File: config.mk
export PLATFORM = sky130hd
export DESIGN_NAME = latch_pipe_skid
export DESIGN_NICKNAME = d
export VERILOG_FILES = /design/src/rtl/latch_pipe_skid_pkg.sv /design/src/rtl/latch_pipe_skid_slot.sv /design/src/rtl/latch_pipe_skid.sv
export SDC_FILE = /design/constraint.sdc
export NUM_CORES = 1
export LEC_CHECK = 0
export ABC_AREA = 1
export CAP_MARGIN = 0
export CORE_UTILIZATION = 30
export CTS_BUF_LIST = sky130_fd_sc_hd__clkbuf_4 sky130_fd_sc_hd__clkbuf_8 sky130_fd_sc_hd__clkbuf_16
export CTS_CLUSTER_SIZE = 24
export DETAILED_ROUTE_END_ITERATION = 6
export SLEW_MARGIN = 20
export SYNTH_ARGS = -nofsm -noshare
export SYNTH_HDL_FRONTEND = slang
export SYNTH_SLANG_ARGS = --single-unit
File: constraint.sdc
create_clock -name clk -period 1.57 [get_ports clk]
set_input_delay 0.3925 -clock clk [delete_from_list [all_inputs] [get_ports clk]]
set_output_delay 0.3925 -clock clk [all_outputs]
set_load 0.05 [all_outputs]
File: src/rtl/latch_pipe_skid_pkg.sv
// Shared definitions for the two-entry skid pipeline stage: state encoding
// and the bit positions of the control bundle.
package latch_pipe_skid_pkg;

  // The encoding doubles as the occupancy count.
  typedef enum logic [1:0] {
    ST_EMPTY = 2'd0,
    ST_ONE   = 2'd1,
    ST_FULL  = 2'd2
  } state_t;

  localparam int CTRL_ZERO       = 0;
  localparam int CTRL_REG_WRITE  = 1;
  localparam int CTRL_MEM_TO_REG = 2;
  localparam int CTRL_JUMP       = 3;
  localparam int CTRL_BRANCH     = 4;
  localparam int CTRL_BRANCH_NOT = 5;
  localparam int CTRL_MEM_READ   = 6;
  localparam int CTRL_MEM_WRITE  = 7;

endpackage

File: src/rtl/latch_pipe_skid_slot.sv
// One load-enabled entry register. It clears on reset and otherwise holds its
// value until it is loaded.
module pipe_slot #(
  parameter int WIDTH = 8
) (
  input  logic             clk,
  input  logic             reset,
  input  logic             load,
  input  logic [WIDTH-1:0] d,
  output logic [WIDTH-1:0] q
);

  always_ff @(posedge clk) begin
    if (reset)     q <= '0;
    else if (load) q <= d;
  end

endmodule

File: src/rtl/latch_pipe_skid.sv
// Pipeline register with a skid slot: in_ready is registered, so upstream
// never sees a combinational path from out_ready.
module latch_pipe_skid
  import latch_pipe_skid_pkg::*;
#(
  parameter int B      = 32,
  parameter int W      = 5,
  parameter int NW     = 3,
  parameter int CTRL_W = 8,
  parameter int OP_W   = 6
) (
  input  logic              clk,
  input  logic              reset,
  input  logic              flush,
  input  logic              in_valid,
  output logic              in_ready,
  input  logic [NW*B-1:0]   in_data,
  input  logic [W-1:0]      in_dst,
  input  logic [CTRL_W-1:0] in_ctrl,
  input  logic [OP_W-1:0]   in_op,
  output logic              out_valid,
  input  logic              out_ready,
  output logic [NW*B-1:0]   out_data,
  output logic [W-1:0]      out_dst,
  output logic [CTRL_W-1:0] out_ctrl,
  output logic [OP_W-1:0]   out_op,
  output logic [1:0]        occupancy
);

  localparam int ENTRY_W = NW*B + W + CTRL_W + OP_W;

  state_t state, state_nxt;
  logic   accept, drain;
  logic   load_main, load_skid, main_from_skid;
  logic [ENTRY_W-1:0] in_entry, main_d, main_q, skid_q;
  logic [CTRL_W-1:0]  main_ctrl;

  assign in_entry  = {in_data, in_dst, in_ctrl, in_op};
  assign accept    = in_valid & in_ready;
  assign drain     = out_valid & out_ready;
  assign out_valid = (state != ST_EMPTY);
  assign occupancy = state;

  always_comb begin
    state_nxt      = state;
    load_main      = 1'b0;
    load_skid      = 1'b0;
    main_from_skid = 1'b0;
    case (state)
      ST_EMPTY: begin
        if (accept) begin
          state_nxt = ST_ONE;
          load_main = 1'b1;
        end
      end
      ST_ONE: begin
        case ({accept, drain})
          2'b11: load_main = 1'b1;
          2'b10: begin
            state_nxt = ST_FULL;
            load_skid = 1'b1;
          end
          2'b01:   state_nxt = ST_EMPTY;
          default: state_nxt = ST_ONE;
        endcase
      end
      ST_FULL: begin
        if (drain) begin
          state_nxt      = ST_ONE;
          load_main      = 1'b1;
          main_from_skid = 1'b1;
        end
      end
      default: state_nxt = ST_EMPTY;
    endcase
    // Flush drops everything; slot contents stay so outputs keep their last value.
    if (flush) begin
      state_nxt = ST_EMPTY;
      load_main = 1'b0;
      load_skid = 1'b0;
    end
  end

  always_ff @(posedge clk) begin
    if (reset) begin
      state    <= ST_EMPTY;
      in_ready <= 1'b1;
    end else begin
      state    <= state_nxt;
      in_ready <= (state_nxt != ST_FULL);
    end
  end

  assign main_d = main_from_skid ? skid_q : in_entry;

  pipe_slot #(.WIDTH(ENTRY_W)) u_main (
    .clk   (clk),
    .reset (reset),
    .load  (load_main),
    .d     (main_d),
    .q     (main_q)
  );

  pipe_slot #(.WIDTH(ENTRY_W)) u_skid (
    .clk   (clk),
    .reset (reset),
    .load  (load_skid),
    .d     (in_entry),
    .q     (skid_q)
  );

  assign {out_data, out_dst, main_ctrl, out_op} = main_q;
  // Bubbles never carry live control bits.
  assign out_ctrl = out_valid ? main_ctrl : '0;

endmodule
==> summary.txt, run 1 <==
Die area - 39,400 um^2
DR WL/cell - 16.7 um
Initial core utilization - 30.6%
Cell Rows - 71
Commonest non-fill, non-tap cell in the layout - nand2_1
Area Overhead vs Synth - 58.5%
Sequential area share after synthesis - 40.3%
Overflow after GRT - 0
Drt via density - 4.82
Final core utilization - 48.5%
Setup slack after layout - -0.436 ns
Critical Path AT - 1.61 ns
Netlist cell types - 17
Root Driver - clkbuf_16
GP Congestion - 0.809
P_leak - 8.07 nW
Post-DRT Antenna Nets - 0
PwrDens - 893 nW/um^2
Worst slack, placed - -0.449 ns
Vias in the first global route - 11,700
Synth Instances - 1,784
Slew Viols, Final - 0
Crit path time final - 2.01 ns
Startpoint type of the worst setup path - flop
Max Cap Viol - 0
Worst-Skew Late Latency - 0.55 ns
Slew @ Worst Pin - 0.575 ns
Crit Path Category - reg2out
Final Hold Vio Count - 0
Setup-failing EPs final - 225
Failing checks - setup timing
Worst-path cell chain - inv_1 -> nand2_8 -> clkinvlp_4 -> buf_12 -> nor2_4 -> buf_12
Headroom to the max-slew limit - 61.7%
Status - finished, violations left
CP endpoint kind - primary output
Final Cell Area - 18,400 um^2
Final #Nets - 2,090
CP delay by family, top - buffers and inverters
Synth warnings - 0
Final Cycle Share - 128%
Inst Count DP - 2,357
Core area - 37,800 um^2
Num Clock Sinks - 233
Clock Skew - 0.0112 ns
Synth Register Bits - 233
CTS tree - yes
Finished Layout Cells - 2,504
Dpl cell area - 15,300 um^2
Unrepaired setup endpoints after global routing - yes
Required @ worst endpoint - 1.18 ns
Tot GR Track Use - 20.8%
Critical Path Max Stage Delay - 0.34 ns
Initial antenna violation count - 2
Clock slew at reported path FFs - 0.06 ns
Die height - 199 um
Post-synth net total - 1,904
CP max FO - 8
Initial drt markers - 884
Peak supply drop - 0.684 mV
DRC violations left - 0
Fraction of layout instances using a drive strength above 1 - 21.4%
CTS buffer count - 28
Highest Clock Rate - 498 MHz
First-pass detailed-route iteration total - 5
DR vias - 12,100
CTS H-tree lvls - 1
Hold Crit Class - in2reg
Most frequent cells in the layout - nand2_1 (521), nor2_1 (232), dfxtp_1 (228)
DP HPWL - 23,000 um
Io pins - 239
Largest net degree at the start of global routing - 81
Fin Setup TNS - -36.92 ns
First-pass GRT wire length - 64,600 um
Die X - 199 um
Post-Syn Area - 11,600 um^2
Worst-case clock buffer depth - 3
Most used cell, CP - buf_12
Syn avg cell area - 6.49 um^2
WL final - 41,800 um
CP Buf/Inv Count - 4
CP max-delay cell - dfxtp_4
I/O Buffers - 238
-- stage by stage --
step                power [mW]  hold WS [ns]
global placement          9.64         0.448
CTS                       16.5         0.270
detailed placement        9.66         0.453
global route              17.0         0.312
floorplan                 8.27         0.440
finish                    16.4         0.314
-- final cells by class --
class                           count  area, um^2
Timing Repair Buffer              400        6330
Antenna cell                        1        2.50
Tap cell                          511         639
Sequential cell                   233        4680
Fill cell                        3614       19500
Inverter                          130         499
Clock inverter                     11        56.3
Clock buffer                       41         866
Multi-Input combinational cell   1177        5290
-- sequential cells by signal (all words and copies together) (netlist names) --
signal and cells:
u_main.q 115, occupancy 2, u_skid.q 115, in_ready 1
-- cell families after synthesis --
kind of cell,synth area share (%)
buffers and inverters,16.4
flip-flops,40.3
AND/OR/NAND/NOR,38.3
AO/OA/AOI/OAI,5.08
-- per-layer routing --
layer / wire (um) / GRT usage (%) / up-vias
met1: 17300 / 25.6 / 5655
li1: - / - / 5883
met2: 20100 / 35.9 / 454
met3: 3240 / 4.65 / 75
met5: 13 / 0 / -
met4: 1180 / 6.21 / 2
-- final timing paths --
path | from | end | slack (ns) | cells after the start
setup reg to reg | occupancy[1] | u_main.q[97] | -0.36 | 16
setup / recovery | occupancy[1] | out_ctrl[0] | -0.44 | 6
hold reg to reg | u_skid.q[54] | u_skid.q[54] | 0.46 | 2
hold / removal | out_ready | occupancy[1] | 0.31 | 4
-- Yosys cell counts --
library cell / instances / area [um^2]
a21oi_1: 116 / 581
buf_1: 13 / 48.8
buf_2: 36 / 180
buf_4: 119 / 893
clkbuf_1: 76 / 285
dfxtp_1: 233 / 4660
inv_1: 128 / 480
inv_2: 2 / 7.51
nand2_1: 584 / 2190
nand2_2: 1 / 6.26
nand3_1: 116 / 581
nand3_2: 1 / 10.0
nand4_1: 115 / 719
nor2_1: 240 / 901
nor2_2: 2 / 12.5
nor3_4: 1 / 16.3
o211ai_1: 1 / 7.51
-- worst min-delay path, cell delays in order --
cell and delay, ns:
buf_4 0.16, nor2_4 0.09, nand2_1 0.07, a21oi_1 0.08
-- timing repair --
action                                  in CTS  in global routing
hold buffers                                 0                  0
resized for setup                          116                 73
cloned                                      41                  1
hold endpoints to repair                     0                  0
pin swaps                                   25                 53
setup buffers                               58                  8
endpoints found under the setup margin     106                243
-- where the power goes --
| part | switching (mW) | internal (mW) | leakage [nW] |
|---|---|---|---|
| registers | 0.238 | 6.15 | 1.90 |
| logic | 1.82 | 1.72 | 5.69 |
| clock network | 2.66 | 3.80 | 0.477 |
Note: power is estimated with default switching activity, not from simulation.
==> run 2: changes to the inputs <==
--- a/config.mk
+++ b/config.mk
@@ -7,11 +7,11 @@
 export LEC_CHECK = 0
 export ABC_AREA = 1
 export CAP_MARGIN = 0
-export CORE_UTILIZATION = 30
-export CTS_BUF_LIST = sky130_fd_sc_hd__clkbuf_4 sky130_fd_sc_hd__clkbuf_8 sky130_fd_sc_hd__clkbuf_16
+export CORE_UTILIZATION = 45
+export CTS_BUF_LIST = sky130_fd_sc_hd__clkbuf_16
 export CTS_CLUSTER_SIZE = 24
 export DETAILED_ROUTE_END_ITERATION = 6
-export SLEW_MARGIN = 20
+export PLACE_DENSITY = 0.74
 export SYNTH_ARGS = -nofsm -noshare
 export SYNTH_HDL_FRONTEND = slang
 export SYNTH_SLANG_ARGS = --single-unit
==> run 2 against run 1 <==
  * First-iteration DRC count rose by 39%
  * Largest power group unchanged
  * Global-route usage rose by 5.0 points
  * Fmax fell by 2.9%
  * Worst hold slack got worse by 0.020 ns
  * Worst setup slack got worse by 0.060 ns
  * Via count rose by 4.2%
  * Critical path type unchanged
  * Register-to-register slack barely moved
  * Total power rose by 0.96%
  * Sequential cell count did not move
  * The flow still finishes with violations (setup timing)
  * Sequential power barely moved
==> summary.txt, run 2 (synthesis results as in run 1) <==
Setup slack after layout - -0.496 ns
DR WL/cell - 17.7 um
CTS H-tree lvls - 1
Num Clock Sinks - 233
DR vias - 12,600
Worst R2R Path Depth - 13
Final Hold Vio Count - 0
Switching pwr - 4.66 mW
PwrDens - 921 nW/um^2
Setup-failing EPs final - 242
Slew Viols, Final - 0
DP HPWL - 21,200 um
Tot GR Track Use - 25.7%
Worst-case clock buffer depth - 3
Cell Rows - 58
Core area - 25,300 um^2
Slew @ Worst Pin - 0.549 ns
Area Overhead vs Synth - 55.0%
Crit path time final - 2.07 ns
Highest Clock Rate - 484 MHz
Final Cycle Share - 132%
Clock power frac - 39.6%
Die area - 26,400 um^2
CP max FO - 8
Critical Path Max Stage Delay - 0.36 ns
Commonest non-fill, non-tap cell in the layout - nand2_1
Sw Ratio - 28.2%
CP max-delay cell - dfxtp_4
Hold Crit Class - in2reg
Fraction of layout instances using a drive strength above 1 - 19.8%
CP Buf/Inv Count - 4
Headroom to the max-slew limit - 63.4%
Worst-Skew Late Latency - 0.53 ns
CP delay by family, top - buffers and inverters
Startpoint type of the worst setup path - flop
Drt via density - 5.48
Gate power share - 21.8%
RR Startpoint - occupancy[1]
Sequential power share - 38.6%
CP Launch Point - occupancy[1]
Required @ worst endpoint - 1.18 ns
Max Cap Viol - 0
Critical Path AT - 1.67 ns
Initial core utilization - 45.9%
Vias in the first global route - 10,900
Peak supply drop - 0.894 mV
Most frequent cells in the layout - nand2_1 (562), dfxtp_1 (230), nor2_1 (219)
First-pass detailed-route iteration total - 6
Failing checks - setup timing
Clock slew at reported path FFs - 0.07 ns
Worst-path cell chain - clkinvlp_4 -> nand2_8 -> clkinvlp_4 -> buf_12 -> nor2_4 -> buf_12
Post-DRT Antenna Nets - 0
First-pass GRT wire length - 55,300 um
CTS tree - yes
Initial drt markers - 1,232
Root Driver - clkbuf_16
Overflow after GRT - 0
Internal power - 11.9 mW
P_leak - 7.85 nW
Unrepaired setup endpoints after global routing - yes
Initial antenna violation count - 0
Io pins - 239
Die X - 162 um
Clock Skew - 0.0116 ns
Die height - 162 um
Fin Setup TNS - -67.25 ns
I/O Buffers - 238
Worst slack, placed - -0.526 ns
Final #Nets - 2,066
WL final - 40,700 um
Largest net degree at the start of global routing - 113
Crit Path Category - reg2out
GP Congestion - 0.799
Critical Path Stages - 6
Worst Setup EP - out_ctrl[5]
Reg2Reg Setup Slack - -0.37 ns
CP endpoint kind - primary output
Status - finished, violations left
R2r endpoint - u_main.q[63]
DRC violations left - 0
Hold path depth - 4
CTS buffer count - 26
## run 2: power groups by stage
| stage | sequential, mW | combinational, mW | clock [mW] |
|---|---|---|---|
| 2_1_floorplan | 6.37 | 1.90 | 0 |
| 3_3_place_gp | 6.50 | 3.08 | 0 |
| 3_5_place_dp | 6.51 | 3.11 | 0 |
| 4_1_cts | 6.38 | 3.35 | 6.60 |
| 5_1_grt | 6.41 | 3.80 | 6.87 |
| 6_report | 6.39 | 3.61 | 6.55 |
## run 2: cell type report
type                    count  area [um^2]
well taps                 330          413
inverters                 130          505
flip-flops and latches    233         4680
clock inverters            19          210
fillers                  1821         7290
diodes                      1         2.50
repair buffers            376         6020
clock buffers              28          701
multi-input cells        1179         5430
## run 2: timing repair
item / 4_1_cts / 5_1_grt
endpoints found under the setup margin: 105 / 242
buffers inserted: 15 / 17
hold buffers: 0 / 0
gates cloned: 12 / 39
pin swaps: 40 / 55
gates resized for setup: 46 / 109
## run 2: through the flow
| stage | area, um^2 | instances | util, % | hold WS (ns) | power, mW |
|---|---|---|---|---|---|
| floorplan | 11700 | 1784 | - | 0.440 | 8.27 |
| global placement | 15000 | 2169 | 59.5 | 0.447 | 9.58 |
| detailed placement | 15000 | 2169 | 59.5 | 0.453 | 9.62 |
| CTS | 16600 | 2243 | 65.8 | 0.273 | 16.3 |
| global route | 18000 | 2295 | 71.1 | 0.295 | 17.1 |
| finish | 18000 | 2296 | 71.1 | 0.294 | 16.5 |
## run 2: worst reg2reg max path, cell delays in order, from the launching register on
cell	delay (ns)
dfxtp_4	0.36
clkinvlp_4	0.13
buf_4	0.16
buf_4	0.13
nand2_2	0.08
nand2_2	0.07
nor2_4	0.14
buf_12	0.17
buf_12	0.16
buf_12	0.14
buf_16	0.11
nand2_1	0.07
nand2_1	0.06
nor2_1	0.05
## run 2: layer usage
metal / GRT usage (%) / vias up / share of wire [%]
met3: 4.53 / 130 / 9.8
li1: - / 5841 / -
met1: 33.3 / 5846 / 38
met5: 0 / - / 0
met2: 44.1 / 760 / 49
met4: 6.26 / 0 / 3.7
## run 2: worst min path at each step
stage / startpoint / end / slack, ns
after detailed placement: u_skid.q[102] / u_skid.q[102] / 0.45
final: out_ready / occupancy[0] / 0.29
after global routing: out_ready / occupancy[0] / 0.29
after global placement: u_skid.q[84] / u_skid.q[84] / 0.45
after floorplan: u_skid.q[0] / u_skid.q[0] / 0.44
after CTS: out_ready / occupancy[0] / 0.27
